--- config.mk ---
export PLATFORM = sky130hd
export DESIGN_NAME = regfile_scbd
export DESIGN_NICKNAME = d
export VERILOG_FILES = /design/src/rtl/regfile_scbd.sv
export SDC_FILE = /design/constraint.sdc
export NUM_CORES = 2
export LEC_CHECK = 0
export ABC_AREA = 1
export CAP_MARGIN = 20
export CORE_MARGIN = 10
export CORE_UTILIZATION = 55
export DETAILED_ROUTE_END_ITERATION = 6
export PLACE_DENSITY = 0.71
export REMOVE_ABC_BUFFERS = 1
export SKIP_LAST_GASP = 1
export SYNTH_ARGS = -nofsm -noshare
export SYNTH_HDL_FRONTEND = slang
export SYNTH_SLANG_ARGS = --single-unit
--- constraint.sdc ---
create_clock -name clk -period 23.1 [get_ports clk]
set_input_delay 6.93 -clock clk [delete_from_list [all_inputs] [get_ports clk]]
set_output_delay 6.93 -clock clk [all_outputs]
set_load 0.02 [all_outputs]
--- src/rtl/regfile_scbd.sv ---
// regfile_scbd: MIPS-style register file with hardwired-zero R0, optional
// same-cycle write-through bypass and a per-register busy scoreboard that
// stalls an issuing instruction whose sources still have a pending write.
//
// Issue handshake: issue_vld is the request and stall is the combinational
// inverse of ready. An issue is accepted on a rising edge where
// issue_vld=1 and stall=0. Only an accepted issue with issue_wr=1 marks
// issue_dst busy. A stalled issue has no side effects, and the issuer must
// hold instru and the issue_* fields until the edge where it is accepted.
module regfile_scbd #(
  parameter int DATA_W = 32,
  parameter int ADDR_W = 5,
  parameter int BYPASS = 1
) (
  input  logic              clk,
  input  logic              reset,
  input  logic [31:0]       instru,
  input  logic [ADDR_W-1:0] Rw,
  input  logic [DATA_W-1:0] Di,
  input  logic              WE,
  input  logic              issue_vld,
  input  logic [ADDR_W-1:0] issue_dst,
  input  logic              issue_wr,
  output logic [4:0]        Rt,
  output logic [4:0]        Rd,
  output logic [15:0]       imm16,
  output logic [DATA_W-1:0] busA,
  output logic [DATA_W-1:0] busB,
  output logic              stall,
  output logic [ADDR_W:0]   busy_cnt
);

  localparam int NREGS = 2 ** ADDR_W;
  localparam bit BYP   = (BYPASS != 0);

  logic [DATA_W-1:0] regs [NREGS];
  logic [NREGS-1:0]  busy;
  logic [NREGS-1:0]  busy_nxt;
  logic [ADDR_W-1:0] rs_idx;
  logic [ADDR_W-1:0] rt_idx;
  logic              wb_hit_a;
  logic              wb_hit_b;
  logic              clr_a;
  logic              clr_b;
  logic              issue_set;
  logic              unused_opcode;

  // Instruction field decode. Index fields are resized to the register index width.
  assign rs_idx        = ADDR_W'(instru[25:21]);
  assign rt_idx        = ADDR_W'(instru[20:16]);
  assign Rt            = instru[20:16];
  assign Rd            = instru[15:11];
  assign imm16         = instru[15:0];
  assign unused_opcode = ^instru[31:26];

  // A writeback in this cycle that targets a source register. It is used
  // both for forwarding data and for lifting the stall, but only when the
  // bypass is built in.
  assign clr_a    = BYP && WE && (Rw == rs_idx);
  assign clr_b    = BYP && WE && (Rw == rt_idx);
  assign wb_hit_a = clr_a && (rs_idx != '0);
  assign wb_hit_b = clr_b && (rt_idx != '0);

  // Operand A read: R0 is forced to zero, otherwise forward or array.
  always_comb begin
    busA = regs[rs_idx];
    if (rs_idx == '0)  busA = '0;
    else if (wb_hit_a) busA = Di;
  end

  // Operand B read: same structure as operand A, on the rt field.
  always_comb begin
    busB = regs[rt_idx];
    if (rt_idx == '0)  busB = '0;
    else if (wb_hit_b) busB = Di;
  end

  // Stall: a busy source blocks issue unless its producer writes back this
  // cycle and the value can be forwarded. busy[0] is never set, so R0
  // sources never stall.
  always_comb begin
    stall = issue_vld && ((busy[rs_idx] && !clr_a) || (busy[rt_idx] && !clr_b));
  end

  assign issue_set = issue_vld && !stall && issue_wr && (issue_dst != '0);

  // Next scoreboard state. The clear from writeback is applied first, so a
  // new producer issued on the same edge leaves the register busy.
  always_comb begin
    busy_nxt = busy;
    if (WE)        busy_nxt[Rw]        = 1'b0;
    if (issue_set) busy_nxt[issue_dst] = 1'b1;
    busy_nxt[0] = 1'b0;
  end

  // Population count of a scoreboard vector.
  function automatic logic [ADDR_W:0] popcount(input logic [NREGS-1:0] v);
    logic [ADDR_W:0] c;
    c = '0;
    for (int i = 0; i < NREGS; i++) c = c + (ADDR_W+1)'(v[i]);
    return c;
  endfunction

  // Scoreboard and its count. The count is taken from the same next-state
  // vector, so it always agrees with busy.
  always_ff @(posedge clk) begin
    if (reset) begin
      busy     <= '0;
      busy_cnt <= '0;
    end else begin
      busy     <= busy_nxt;
      busy_cnt <= popcount(busy_nxt);
    end
  end

  // Register array: synchronous clear, and writes to R0 are dropped.
  always_ff @(posedge clk) begin
    if (reset) begin
      for (int i = 0; i < NREGS; i++) regs[i] <= '0;
    end else if (WE && (Rw != '0)) begin
      regs[Rw] <= Di;
    end
  end

endmodule
## After elaboration in Yosys (flattened, before gate mapping)

Memory sizes are Yosys's and may differ from the RTL's.
Cells that the tools add are included.

| word-level totals | value |
|---|---|
| output and inout bits | 97 |
| memories kept | 1 |
| register bits after elaboration | 38 |
| logic and storage cells | 91 |
| memory bits (writable) | 1024 |

| cells by class | value |
|---|---|
| mux-type cells | 22 |
| bitwise operators | 3 |
| $lt $le $gt $ge | 6 |
| reductions and logical operators | 24 |
| $add $sub $neg | 30 |
| equal/unequal tests | 2 |

Memory list:

| name | words | width | read ports | clocked after Yosys merged registers in | wr ports | RTL line | RTL |
|---|---|---|---|---|---|---|---|
| regs | 32 | 32 | 2 | 0 | 32 | 36 | `logic [DATA_W-1:0] regs [NREGS];` |

Operator list:

| kind | number |
|---|---|
| $mux 32 | 7 |
| $add 6x1->6 | 25 |
| $and 32x32->32 | 1 |
| $not 32->32 | 1 |
| $or 32x32->32 | 1 |
| $reduce_or 32->1 | 1 |
| $lt 5x6->1 const B | 4 |
| $reduce_bool 5->1 | 4 |
| $logic_and 1x1->1 | 13 |
| $bmux 1 s5 | 2 |
| $demux 1 s5 | 2 |
| $eq 5x5->1 | 2 |
| $ge 5x1->1 const B | 2 |
| $logic_not 5->1 | 2 |
| $mux 1 | 10 |
| $add 5x1->6 | 1 |
| $add 4x1->5 | 1 |
| $mux 5 | 1 |
| $add 3x1->4 | 1 |
| $add 2x1->3 | 1 |
| $logic_not 1->1 | 3 |
| $add 1x1->2 | 1 |
| $logic_or 1x1->1 | 1 |

## Depth between registers and ports, before layout

| depth | value |
|---|---|
| word-level depth | 41 |
| depth in mapped cells | 32 |

## Worst setup path after synthesis

Ideal clock, no wire load.

| timing path | value |
|---|---|
| path type | input port to output port |
| start | input instru[23] |
| end | output busA[1] |
| data arrival time | 8.434 ns |
| stages on the path | 9 |
| slack | 7.736 ns |
| buffers on the path | 4 |
| cell sequence | buf_2 > inv_1 > buf_4 > buf_2 > clkbuf_1 > o211ai_1 > nand3_1 > o211ai_1 > o21ai_1 |

| between the ends | value |
|---|---|
| longest elaborated chain between the ends | 5 |

RTL lines:

| element | RTL line | RTL |
|---|---|---|
| from (decl) | 17 | `input logic [31:0] instru,` |
| branches (longest 4 deep; another with $mem_v2 32x32) | n/a |  |
| $mux 32 (*) | 67 | `if (rs_idx == '0) busA = '0;` |
| to (decl) | 27 | `output logic [DATA_W-1:0] busA,` |

Every way passes the cells marked *.

## Worst setup path after layout

| timing path | value |
|---|---|
| start | input instru[16] |
| end | output busB[23] |

| between the ends | value |
|---|---|
| longest elaborated chain between the ends | 5 |

RTL lines:

| element | RTL line | RTL |
|---|---|---|
| branches (longest 4 deep; another with $mem_v2 32x32) | n/a |  |
| $mux 32 (*) | 74 | `if (rt_idx == '0) busB = '0;` |
| to (decl) | 28 | `output logic [DATA_W-1:0] busB,` |

Marked as above.

==> results by group <==
Detailed routing
  – DR vias: 54367
  – 1st-pass router iterations: 7
  – DR DRC count: 1
  – Wire length per cell: 28.1 µm
  – Post-Route WL: 226 mm
  – Antenna viol nets, final: 0
  – DR iter-0 viols: 9905
  – DR vias/cell: 6.76

Timing
  – RSZ-0062 raised after global routing: no
  – Slew Limit Fails: 0
  – Final hold violations: 0
  – Post-layout min period: 18.73 ns
  – F_max: 53.4 MHz
  – Least-Margin Pin Slew: 1.41 ns
  – Layout Skew: 0.0135 ns
  – Period utilisation layout: 0.811
  – Slew margin rel.: 0.0543
  – Setup violation total in the final timing report: 0

Cells and area
  – Area Overhead vs Synth: 8.33%
  – # diodes: 0
  – Post-route insts no fill: 8038
  – Share of layout cells above drive strength 1: 0.0590
  – Most frequent cells in the layout: nor2_1, edfxtp_1, nand3_1
  – Nets: 6663
  – Commonest non-fill, non-tap cell in the layout: nor2_1
  – Fill cell count: 8912

Clocking
  – Post-CTS setup buffer count: 0
  – TritonCTS clock tree: built
  – Clk Latency, worst-skew pair: 0.71 ns
  – Resized cells post-CTS: 0
  – Clock net sink count: 1061
  – H-tree levels: 3
  – Clk pin slew, worst setup/hold paths: 0.05 ns
  – Clk buf depth: 3
  – CTS Hold Buffers Added: 0
  – Num CTS Buffers: 111
  – Clk Tree Root Cell: clkbuf_16

Power and ir drop
  – Total power: 4.67 mW
  – Power Dens Cells: 73.4 mW/mm²
  – Worst vdd rail ir drop: 0.0000595 V
  – Leak: 24.4 nW

Yosys
  – Post-Syn Area: 0.0588 mm²
  – FF+latch count, synth: 1061
  – Ys async rst share: 0
  – Avg Cell Area, Syn: 8.64 µm²
  – Cell variety after synth: 48
  – Synth warn: 0
  – Sequential share of the synthesized area: 0.536
  – Post-synth EDFFs: 1024
  – Post-synth top flop: edfxtp_1
  – Syn Inst Count: 6805

GRT
  – First-pass GRT wire length: 326 mm
  – Total GRT Usage: 0.360
  – Largest net degree at the start of global routing: 186
  – Number of global-route vias before repair: 51406
  – Initial antenna violation count: 6
  – Grt total ovfl: 0

Die
  – Initial Util: 0.556
  – Height of the die: 347 µm
  – Ports: 176
  – Core area: 0.106 mm²
  – Die Footprint: 0.120 mm²
  – Rows: 119
  – Chip Width: 347 µm

Critical path
  – Crit-path max FO: 70
  – Startpoint Class: primary input
  – CP Data Required Time: 16.17 ns
  – Crit. End Element: output port
  – CP arrival: 11.80 ns
  – Setup CP Type: in -> out

Place
  – Placed cell count: 7828
  – Final GP Congestion: 0.910
  – Dpl hpwl: 125 mm
  – Port Buffer Count: 132

Flow run
  – Max_cap viols: 0

Status
  – Status: finished with violations
  – Failing checks: design-rule violations

Min path
  – Hold Path Class: reg -> reg
==> worst max-delay path, cell delays in order <==
cell and delay, ns:
buf_8 0.37, buf_4 0.67, buf_4 0.69, buf_4 0.72, a21oi_1 0.12, o21ai_0 0.10, o21ai_0 0.14, o211ai_1 0.22
nand3_1 0.46, nand3_1 0.24, nand2_1 0.10, inv_1 0.14, clkdlybuf4s50_1 0.64
==> where the power goes <==
group,switching [mW],internal [mW],total [mW],leakage (nW)
registers,0.0466,2.21,2.26,10.0
clock network,0.767,0.918,1.68,1.61
logic,0.525,0.201,0.726,12.8
==> final timing paths <==
path | startpoint | endpoint | slack [ns] | cells past startpoint
max | instru[16] | busB[23] | 4.37 | 13
min | busy[19] | busy[19] | 0.49 | 2
max reg2reg | busy[3] | busy_cnt[4] | 15.85 | 27
min reg2reg | busy[19] | busy[19] | 0.49 | 2
==> state kept, by name, indices dropped and copies added (netlist names) <==
register  flops
busy         31
regs       1024
busy_cnt      6
==> stage by stage <==
step / instance area, µm² / hold WS, ns / setup TNS, ns / setup WS [ns] / utilization
6_report: 63700 / 0.488 / 0 / 4.37 / 0.602
3_5_place_dp: 60300 / 0.481 / 0 / 4.59 / 0.570
5_1_grt: 63700 / 0.496 / 0 / 4.31 / 0.602
2_1_floorplan: 55700 / 0.451 / -37.68 / -1.31 / -
4_1_cts: 63600 / 0.489 / 0 / 4.58 / 0.602
3_3_place_gp: 60100 / 0.472 / 0 / 4.59 / 0.569
==> cell families (layout without fill, tap and decap cells) <==
family | Yosys count | after routing | share of synthesized area
other cells | 1 | 32 | 0.0000638
xor+xnor | 1 | 1 | 0.000149
compound gates | 1636 | 1636 | 0.162
flops | 1061 | 1061 | 0.536
buf+inv | 1240 | 1051 | 0.0903
simple gates | 2836 | 2836 | 0.203
fa+ha+maj | 30 | 30 | 0.00932
==> layout make-up <==
type | instances | area, µm² | area share
Clock buffer | 150 | 2970 | 0.0466
Tap cell | 1391 | 1740 | 0.0273
Inverter | 559 | 2130 | 0.0335
Clock inverter | 56 | 340 | 0.00534
Multi-Input combinational cell | 4535 | 22300 | 0.350
Timing Repair Buffer | 286 | 2710 | 0.0426
Sequential cell | 1061 | 31500 | 0.494
==> metal layers <==
| layer | vias to the layer above | global-route usage | part of all wire | wire length, µm |
|---|---|---|---|---|
| met5 | - | 0 | 0.00021 | 48 |
| met4 | 8 | 0.201 | 0.061 | 13900 |
| met3 | 1008 | 0.117 | 0.17 | 37400 |
| met2 | 4886 | 0.544 | 0.43 | 98000 |
| met1 | 25330 | 0.454 | 0.34 | 76600 |
| li1 | 23135 | - | - | - |
==> cells in the mapped netlist, drive strengths merged, types with 25 or more instances <==
| master | count | area share |
|---|---|---|
| nand4 | 31 | 0.0033 |
| clkbuf | 267 | 0.017 |
| a21oi | 660 | 0.056 |
| o22ai | 25 | 0.0027 |
| nor2 | 1160 | 0.074 |
| o211ai | 174 | 0.022 |
| buf | 414 | 0.037 |
| o21ai | 530 | 0.045 |
| nand3 | 858 | 0.074 |
| o221ai | 129 | 0.019 |
| edfxtp | 1024 | 0.52 |
| dfxtp | 37 | 0.013 |
| nand2 | 762 | 0.049 |
| inv | 555 | 0.036 |
| o2111ai | 78 | 0.012 |
Power figures use the tool's default switching activity.
